==> config.mk <==
export PLATFORM = sky130hd
export DESIGN_NAME = branch_resolver
export DESIGN_NICKNAME = d
export VERILOG_FILES = /design/src/rtl/branch_resolver.sv
export SDC_FILE = /design/constraint.sdc
export NUM_CORES = 1
export LEC_CHECK = 0
export CORE_MARGIN = 2
export CORE_UTILIZATION = 40
export CTS_CLUSTER_DIAMETER = 100
export DETAILED_ROUTE_END_ITERATION = 6
export PLACE_DENSITY = 0.77
export SLEW_MARGIN = 20
export SYNTH_ARGS = -nofsm -noshare
export SYNTH_HDL_FRONTEND = slang
export SYNTH_SLANG_ARGS = --single-unit
==> constraint.sdc <==
create_clock -name clk -period 3.6 [get_ports clk]
set_clock_uncertainty 0.05 [all_clocks]
set_input_delay 0.9 -clock clk [delete_from_list [all_inputs] [get_ports clk]]
set_output_delay 0.9 -clock clk [all_outputs]
set_load 0.01 [all_outputs]
==> src/rtl/branch_resolver.sv <==
// Conditional-branch resolver: holds the architectural flags, counts in-flight compares,
// stalls branches until their flags arrive, and returns a registered taken/redirect result.
//
// state  | meaning
// S_IDLE | no branch waiting, no result this cycle
// S_WAIT | branch presented but its flags are still in flight
// S_DONE | a branch was accepted last cycle; resolve_valid is high
module branch_resolver #(
    parameter  int ADDR_W   = 32,
    parameter  int MAX_PEND = 3,
    localparam int CNT_W    = $clog2(MAX_PEND + 1)
) (
    input  logic              clk,
    input  logic              rst_n,
    input  logic              cmp_issue,
    output logic              cmp_ready,
    input  logic              flag_valid,
    input  logic [3:0]        flag_in,
    input  logic              br_valid,
    output logic              br_ready,
    input  logic [2:0]        br_cond,
    input  logic [ADDR_W-1:0] br_target,
    output logic              resolve_valid,
    output logic              resolve_taken,
    output logic [ADDR_W-1:0] redirect_pc,
    output logic [3:0]        flags_q,
    output logic [CNT_W-1:0]  pend_cnt
);

    typedef enum logic [1:0] {
        S_IDLE = 2'd0,
        S_WAIT = 2'd1,
        S_DONE = 2'd2
    } state_t;

    state_t              state_q;
    logic [CNT_W-1:0]    pend_q;
    logic [CNT_W-1:0]    pend_d;
    logic                taken_q;
    logic [ADDR_W-1:0]   redirect_q;
    logic                cmp_inc;
    logic                cmp_dec;
    logic                fresh;
    logic                br_accept;
    logic                eff_n;
    logic                eff_z;
    logic                eff_v;
    logic                cond_true;

    assign cmp_ready = (pend_q != CNT_W'(MAX_PEND));
    assign cmp_inc   = cmp_issue && cmp_ready;
    assign cmp_dec   = flag_valid && (pend_q != '0);

    // A single outstanding compare whose flags land this cycle counts as fresh,
    // unless another compare is issued alongside and will overwrite them.
    assign fresh     = (pend_q == '0) ||
                       ((pend_q == CNT_W'(1)) && flag_valid && !cmp_issue);
    assign br_ready  = fresh;
    assign br_accept = br_valid && br_ready;

    assign eff_n = flag_valid ? flag_in[0] : flags_q[0];
    assign eff_z = flag_valid ? flag_in[1] : flags_q[1];
    assign eff_v = flag_valid ? flag_in[3] : flags_q[3];

    always_comb begin
        pend_d = pend_q;
        if (cmp_inc && !cmp_dec) begin
            pend_d = pend_q + CNT_W'(1);
        end else if (cmp_dec && !cmp_inc) begin
            pend_d = pend_q - CNT_W'(1);
        end
    end

    always_comb begin
        cond_true = 1'b0;
        case (br_cond)
            3'd0:    cond_true = eff_z;
            3'd1:    cond_true = !eff_z;
            3'd2:    cond_true = eff_n ^ eff_v;
            3'd3:    cond_true = !(eff_n ^ eff_v);
            3'd4:    cond_true = !eff_z && !(eff_n ^ eff_v);
            3'd5:    cond_true = eff_z || (eff_n ^ eff_v);
            3'd6:    cond_true = 1'b1;
            default: cond_true = 1'b0;
        endcase
    end

    always_ff @(posedge clk or negedge rst_n) begin
        if (!rst_n) begin
            flags_q <= 4'b0;
            pend_q  <= '0;
        end else begin
            if (flag_valid) begin
                flags_q <= flag_in;
            end
            pend_q <= pend_d;
        end
    end

    always_ff @(posedge clk or negedge rst_n) begin
        if (!rst_n) begin
            state_q    <= S_IDLE;
            taken_q    <= 1'b0;
            redirect_q <= '0;
        end else begin
            if (br_accept) begin
                taken_q <= cond_true;
                if (cond_true) begin
                    redirect_q <= br_target;
                end
            end
            case (state_q)
                S_IDLE, S_DONE: begin
                    if (br_accept)     state_q <= S_DONE;
                    else if (br_valid) state_q <= S_WAIT;
                    else               state_q <= S_IDLE;
                end
                S_WAIT: begin
                    if (br_accept)      state_q <= S_DONE;
                    else if (!br_valid) state_q <= S_IDLE;
                    else                state_q <= S_WAIT;
                end
                default: state_q <= S_IDLE;
            endcase
        end
    end

    assign resolve_valid = (state_q == S_DONE);
    assign resolve_taken = taken_q;
    assign redirect_pc   = redirect_q;
    assign pend_cnt      = pend_q;

endmodule
==> metrics.yaml <==
status:
  status: "finished clean"
power:
  ir_worst_vdd_v: 0.000336
  power_density_nw_per_um2: 796
  p_leak_nw: 1.33
final_layout:
  final_cell_mix: "clkdlybuf4s50_1 (84), dfrtp_1 (41), mux2_4 (30)"
  diodes: 0
  final_cells: 269
  seqCellArea_um2: 1030
  finish.utilization: 0.619
  drive_above_1_share: 0.242
  final_common_cell: "clkdlybuf4s50_1"
  area_delta_synth_final_pct: 51.6
  multi_input_area_um2: 783
  nFillCells: 395
  nNetsFinal: 262
clock_network:
  clk_latency_ps: 280
  root_buffer: "clkbuf_8"
  cts.repair.resized: 0
  cts_tree: "done"
  ctsLongestPathBuffers: 2
  clock_sinks: 41
  clk_pin_slew_ps: 80
  cts_setup_buffers: 0
  numCtsBuffers: 5
  htree_num_levels: 2
  holdBufCountCts: 0
worst_setup_path:
  path_max_fanout: 11
  worstSetupPathType: "in -> out"
  slowest_delay_ps: 670
  crit_path_top_delay_cell: "clkdlybuf4s50_1"
  cp_common_cell: "clkdlybuf4s50_1"
  worstPathArrival_ps: 2400
  start_kind: "primary input"
  critPathCaptureType: "primary output"
  cp_cell_sequence: "clkdlybuf4s50_1, nand2_1, o21bai_2, clkdlybuf4s50_1"
  required_ps: 2650
timing:
  hold_viol_final: 0
  maxSlewViolCount: 0
  rsz0062_at_grt: "false"
  final.min_clock_period_ps: 3350
  setup_violations: 0
  fmax_ghz: 0.299
  max_slew_margin: 0.401
  fin_tns_setup_ps: 0
  tightest_slew_ps: 898
  hold_slack_ps: 438
  fin_crit_sh: 0.930
  finalWorstSetupSlack_ps: 252
hold_path:
  hp-class: "reg -> reg"
logic_synthesis:
  synth.distinct_cells: 24
  ys_ff_latch: 41
  synth_cells: 123
  syn_area_per_cell_um2: 15.5
  syn-cell-area_um2: 1900
  synth_warnings: 0
  synth_nets: 171
  ys_seq_area_frac: 0.539
place:
  io_buffer_count: 85
  gp_congestion: 0.686
  place.detailed.hpwl_um: 2920
  dp_cells: 261
  place_ws_ps: 209
flow_run:
  maxCapViolations: 0
die:
  ios: 86
  placementRows: 25
  start_util: 0.408
  die_width_um: 73.0
  dieArea_um2: 5320
  core_um2: 4660
  fp.dieH_um: 73.0
route:
  drt-total-wl_um: 3900
  vias_per_cell: 4.78
  dr_wl_met3_um: 285
  first_pass_iters: 4
  ant_nets: 0
  drt-initial-drc-count: 27
  routed-wl-met2_um: 1780
  drcViolationCount: 0
  wl_per_cell_um: 14.5
  highest-signal-layer: "met4"
  vias: 1285
  wl_met1_um: 1800
grt:
  grt_usage: 0.148
  grt_pass1_wl_um: 6110
  antenna_found_initial: 0
  grt_pass1_vias: 1309
  grt_max_degree: 42
  overflow: 0
-- flip-flops by register name, indices dropped and copies added (netlist names) --
signal / cells
flags_q: 4
pend_cnt: 2
redirect_pc: 32
resolve_taken: 1
state_q: 2
-- per-layer routing --
layer  track usage  up-vias
met2         0.241       64
met5             0        -
li1              -      602
met3        0.0470        4
met4        0.0309        0
met1         0.196      615
-- kinds of logic (layout without fill, tap and decap cells) --
group	count (synthesis)	in the layout	share of synthesized area
compound gates	8	8	0.0329
xor+xnor	5	5	0.0230
fa+ha+maj	4	4	0.0263
buf+inv	8	100	0.0493
flops	41	41	0.539
mux	36	36	0.272
simple gates	21	21	0.0566
-- critical path: cells and delay by family --
kind / cells / cell delay (ps)
buffers and inverters: 2 / 1230
AOI/OAI and AO/OA: 1 / 140
and+or+nand+nor: 1 / 120
-- final timing paths --
path | endpoint | slack [ps] | start | depth (start not counted)
hold reg to reg | resolve_taken | 440 | resolve_taken | 2
min in group asynchronous | redirect_pc[1] | 690 | rst_n | 1
hold / removal | resolve_taken | 440 | resolve_taken | 2
setup / recovery | br_ready | 250 | flag_valid | 4
setup reg to reg | redirect_pc[18] | 1360 | pend_cnt[0] | 8
max in group asynchronous | state_q[0] | 2250 | rst_n | 1
-- cell type report --
class / count / area share
Sequential cell: 41 / 0.356
Timing Repair Buffer: 89 / 0.304
Multi-Input combinational cell: 74 / 0.272
Clock buffer: 6 / 0.0286
Tap cell: 54 / 0.0234
Clock inverter: 2 / 0.0130
Inverter: 3 / 0.00390
-- cells in the mapped netlist --
master	number	share of area
o311ai_1	1	0.0046
mux2_2	6	0.036
nor2b_1	4	0.013
a211o_1	1	0.0046
nand2_1	8	0.016
mux2_4	30	0.24
inv_1	3	0.0059
o21bai_2	1	0.0059
xor2_1	2	0.0092
nor2_1	4	0.0079
xnor2_1	3	0.014
nand3b_1	1	0.0039
buf_12	3	0.032
a221o_1	1	0.0053
a221oi_1	1	0.0046
or2b_1	1	0.0039
a21oi_1	1	0.0026
ha_1	4	0.026
nand2_2	1	0.0033
buf_6	2	0.012
dfrtp_1	41	0.54
nor3b_1	1	0.0039
o21ai_0	2	0.0053
nand4b_1	1	0.0046
-- report_power, final --
part           switching, mW  internal, mW
Combinational          0.364         0.744
Clock                  0.157         0.225
Sequential             0.131         0.675
-- stage by stage --
stage,area [um^2],power [mW]
after detailed placement,2760,1.93
after floorplan,1900,1.37
after global placement,2760,1.91
final,2880,2.30
after CTS,2880,2.32
after global routing,2880,2.43
Power figures use the tool's default switching activity.
==> RTL edit 1, RTL diff (same flow settings) <==
The parameter `MAX_PEND` goes from 3 to 6.
--- a/src/rtl/branch_resolver.sv
+++ b/src/rtl/branch_resolver.sv
@@ -7,7 +7,7 @@
 // S_DONE | a branch was accepted last cycle; resolve_valid is high
 module branch_resolver #(
     parameter  int ADDR_W   = 32,
-    parameter  int MAX_PEND = 3,
+    parameter  int MAX_PEND = 6,
     localparam int CNT_W    = $clog2(MAX_PEND + 1)
 ) (
     input  logic              clk,
Ports: changed (resized pend_cnt); port bits go from 86 to 87. The function was not compared with the original's and may differ.
==> RTL edit 1 against the original RTL <==
- cell area rose by 5.6%
- total power increased by 4.6%
- die area grew 3.5%
- global-route usage grew 1.2 points
- sequential power is 1% higher
- wire length rose by 8.0%
- setup slack improved by 0.019 ns
- synthesized area is 3.7% higher
- sequential cell count grew 1
==> RTL edit 1: results (changes against the original RTL) <==
** Cells and area
- The layout multi-input combinational cell count came to 76 (+2.7%).
- The proportion of layout cells with a drive suffix above 1 came to 23.1% (-1.1 points).
- Area of combinational cells with multiple inputs :: 855 sq um (+9.1%)
- The layout inverter count without the clock tree came to 6 (+3).
- The layout filler cell count was 370 (-6.3%).
- The area share of buffers outside the clock network is 29.3% (-1.1 points).
- Final #Nets :: 270 (+3.1%)
- Register fraction of the total cell area :: 34.5% (-1.1 points)
- The fraction of area in clock buffers and inverters was 4.68% (+0.52 points).
- The number of inserted diodes is 0 (unchanged).

** Logic synthesis
- Commonest cells post-synth :: 42 x dfrtp_1, 30 x mux2_4, 6 x ha_1, 6 x inv_1, 6 x mux2_2
- By area the synthesized netlist is led by dfrtp_1 53%, mux2_4 23%, ha_1 3.8%.
- The count of distinct cell types in the synthesized netlist is 25 (+4.2%).
- The proportion of synthesized flip-flops having asynchronous set or reset is 100% (unchanged).
- Syn Nets :: 178 (+4.1%)
- Portion of the post-synthesis area used by sequential elements :: 53.3% (-0.68 points)

** Setup path
- The highest fanout seen on the critical path came to 4 (-7).
- The critical path starts at cmp_issue.
- The maximum cell stage delay along the critical path was 0.48 ns (-0.19 ns).
- Setup slack of the most critical reg-to-reg path :: 1.16 ns (-0.20 ns)

** GRT
- The first-pass GRT wire length is 6.48 mm (+6.1%).
- The via count of the first global-routing pass is 1,357 (+3.7%).
- Met2 usage in global routing :: 25.5% (+1.4 points)
- The met1 demand-to-capacity share in global routing came to 19.2% (-0.35 points).
- GRT Util Overall :: 16.0% (+1.2 points)
- Maximum number of pins on one net before global-route repair :: 43 (+2.4%)

** Route
- The total length of routed met3 wires is 356 microns (+25%).
- Number of vias after detailed routing :: 1,332 (+3.7%)
- The wire length on met1 is 1.76 mm (-2.4%).
- Total length of routed wires :: 4.21 mm (+8.0%)
- The wire length on met2 came to 1.98 mm (+11%).

** Place
- Routability congestion estimate :: 0.722 (+5.2%)
- The placed wire-length estimate came to 3.08 mm (+5.3%).
- The number of buffers inserted by port buffering is 86 (+1.2%).

** Clock tree
- CTS Buffer Depth :: 2 (unchanged)

** Min path
- Min-Delay Endpoint :: redirect_pc[9]
- Launch instance of the worst min-delay path :: redirect_pc[9]
- The cell depth of the worst hold path came to 1 (-1).

** Power and ir drop
- The internal power of the cells was 0.00173 W (+5.2%).
- The worst supply voltage drop on vdd is 0.000313 V (-6.7%).
- The leakage power figure was 1.42 nW (+6.8%).

** Status
- Status :: complete, no violations

** Timing
- The worst slew slack as a fraction of its limit came to 38.2% (-1.9 points).
[RTL edit 1: logic make-up (layout without fill, tap and decap cells)]
family	after synthesis	after routing	synth area share, %
AO/OA/AOI/OAI	9	9	4.25
XOR/XNOR	6	6	2.66
adder cells (fa/ha/maj)	6	6	3.80
buffers and inverters	10	103	3.42
flip-flops	42	42	53.3
multiplexers	39	39	27.8
AND/OR/NAND/NOR	16	16	4.82
[RTL edit 1: through the flow]
stage,instances,area (sq um),hold WS [ns],worst slack [ns]
3_5_place_dp,280,2900,0.442,0.271
2_1_floorplan,128,1970,0.439,0.891
6_report,288,3050,0.459,0.271
5_1_grt,288,3050,0.472,0.235
3_3_place_gp,280,2900,0.438,0.268
4_1_cts,288,3050,0.464,0.259
[RTL edit 1: power by group through the flow]
stage               combinational [W]  sequential [W]  clock, W
floorplan                    0.000468        0.000916         0
CTS                           0.00115        0.000819  0.000472
finish                        0.00113        0.000816  0.000457
global route                  0.00121        0.000843  0.000498
detailed placement            0.00114        0.000829         0
global placement              0.00112        0.000817         0
==> RTL edit 2, RTL diff (config.mk and constraints unchanged) <==
Without the edit above. The 3 states of `state_t` get a one-hot encoding in 3 bits.
--- a/src/rtl/branch_resolver.sv
+++ b/src/rtl/branch_resolver.sv
@@ -27,10 +27,10 @@
     output logic [CNT_W-1:0]  pend_cnt
 );
 
-    typedef enum logic [1:0] {
-        S_IDLE = 2'd0,
-        S_WAIT = 2'd1,
-        S_DONE = 2'd2
+    typedef enum logic [2:0] {
+        S_IDLE = 3'b001,
+        S_WAIT = 3'b010,
+        S_DONE = 3'b100
     } state_t;
 
     state_t              state_q;
Function: no difference found for any inputs over 10 cycles, from zero or initial values and one cycle with rst_n low; not proved beyond that.
==> RTL edit 2 against the original RTL <==
- wire length increased by 2.2%
- synthesized area increased by 2.6%
- critical path depth unchanged
- setup slack worse by 0.017 ns
- total power is 1.2% higher
- sequential cell count grew 1
- first-iteration DRC count increased by 22%
- critical path type unchanged
- global-route usage barely moved
- cell area grew 2.3%
==> RTL edit 2: results (changes against the original RTL) <==
** Status
- Status :: complete, no violations

** Route
- The wire length on met2 came to 1.79 mm (+0.56%).
- Router iterations before antenna repair :: 2 (-2)
- Total length of routed wires :: 3.98 mm (+2.2%)
- The total length of routed met3 wires is 305 microns (+7.0%).
- The highest metal layer carrying signal wires in the routed design is met4.
- Number of vias after detailed routing :: 1,296 (+0.86%)
- The wire length on met1 came to 1.84 mm (+2.1%).
- Average detailed-routed wire length per instance :: 14.0 microns (-3.2%)
- The number of DRC markers in iteration 0 came to 33 (+22%).

** Place
- Routability congestion estimate :: 0.865 (+26%)
- I/O Buffers :: 85 (unchanged)
- The post-placement cell count came to 276 (+5.7%).
- The placed wire-length estimate is 2.96 mm (+1.2%).

** GRT
- The met1 demand-to-capacity share in global routing came to 20.2% (+0.69 points).
- Met3 routing resource usage after global routing :: 4.94% (+0.24 points)
- The global routing usage summed across all routing layers came to 14.8% (-0.040 points).
- The via count of the first global-routing pass came to 1,276 (-2.5%).
- Wire length of the first global-routing pass :: 5.98 mm (-2.0%)
- The met2 layer usage reported by global route came to 21.5% (-2.6 points).
- Maximum number of pins on one net before global-route repair :: 43 (+2.4%)

** Setup path
- Setup slack of the most critical reg-to-reg path :: 1.33 ns (-0.03 ns)
- CP Data Arrival Time :: 2.42 ns (+0.02 ns)
- The highest fanout seen on the critical path came to 8 (-3).

** Cells and area
- The number of nets in the layout is 264 (+0.76%).
- The proportion of layout cells with a drive suffix above 1 is 23.5% (-0.68 points).

** Min path
- The cell depth of the worst hold path came to 1 (-1).

** Logic synthesis
- Portion of the post-synthesis area used by sequential elements :: 53.9% (about the same)
- Counting instances in the post-synthesis netlist gives the leading cell types as 41 x dfrtp_1, 29 x mux2_4, 7 x mux2_2, 5 x inv_1.
- EDFF count, synth :: 0 (unchanged)
- Leading post-synthesis cells by cell area :: dfrtp_1 53%, mux2_4 22%, mux2_2 4.0%
- The mean post-synth cell area came to 15.6 sq um (+0.99%).
- The post-synthesis net count was 173 (+1.2%).
- Async set or reset register ratio after synthesis :: 100% (unchanged)
- Count of cell types in the netlist :: 28 (+17%)

** Power and ir drop
- The worst supply voltage drop on vdd was 0.000334 V (-0.54%).
- Leakage power of the design :: 1.27 nW (-4.5%)

** Clock tree
- CTS Root Cell :: clkbuf_8
- The clock transition at the registers of the reported paths was 0.08 ns (about the same).

** Timing
- The actual transition at the worst max-transition pin was 0.928 ns (+0.0297 ns).
[RTL edit 2: cell families after synthesis]
| kind of cell | share of synthesized area [%] |
|---|---|
| adders and majority gates | 2.56 |
| DFF | 53.9 |
| xor gates and xnor gates | 2.24 |
| muxes | 28.0 |
| buffers and inverters | 5.00 |
| AOI/OAI and AO/OA | 3.59 |
| and+or+nand+nor | 4.68 |
[RTL edit 2: area by class of cell]
cell class / count / area [sq um]
clock inverters: 1 / 30.0
clock buffers: 7 / 76.3
repair buffers: 89 / 888
fillers: 385 / 1770
inverters: 5 / 18.8
well taps: 67 / 83.8
flip-flops and latches: 42 / 1050
multi-input cells: 73 / 802
[RTL edit 2: critical path: stages]
cell and delay [ns]:
clkdlybuf4s50_1 0.65, nand2_1 0.09, o21bai_1 0.20, clkdlybuf4s50_1 0.57
[RTL edit 2: path summary, 6_finish.rpt]
kind	from	to
max in group asynchronous	rst_n	pend_cnt[0]
worst max-delay path	flag_valid	br_ready
worst min register to register	redirect_pc[20]	redirect_pc[20]
worst max register to register	pend_cnt[1]	redirect_pc[21]
worst min-delay path	redirect_pc[20]	redirect_pc[20]
min in group asynchronous	rst_n	redirect_pc[2]
[RTL edit 2: where the power goes]
group          internal [W]  leakage (nW)  switching [W]
combinational      0.000761         0.715       0.000381
sequential         0.000698         0.501       0.000127
clock              0.000207        0.0524       0.000150
[RTL edit 2: metrics by stage]
stage / area [sq um] / hold slack, ns / worst slack, ns / util (%)
finish: 2950 / 0.458 / 0.235 / 62.5
CTS: 2950 / 0.463 / 0.211 / 62.5
detailed placement: 2850 / 0.443 / 0.164 / 60.2
floorplan: 1950 / 0.498 / 0.980 / -
global route: 2950 / 0.476 / 0.118 / 62.5
global placement: 2850 / 0.440 / 0.197 / 60.2
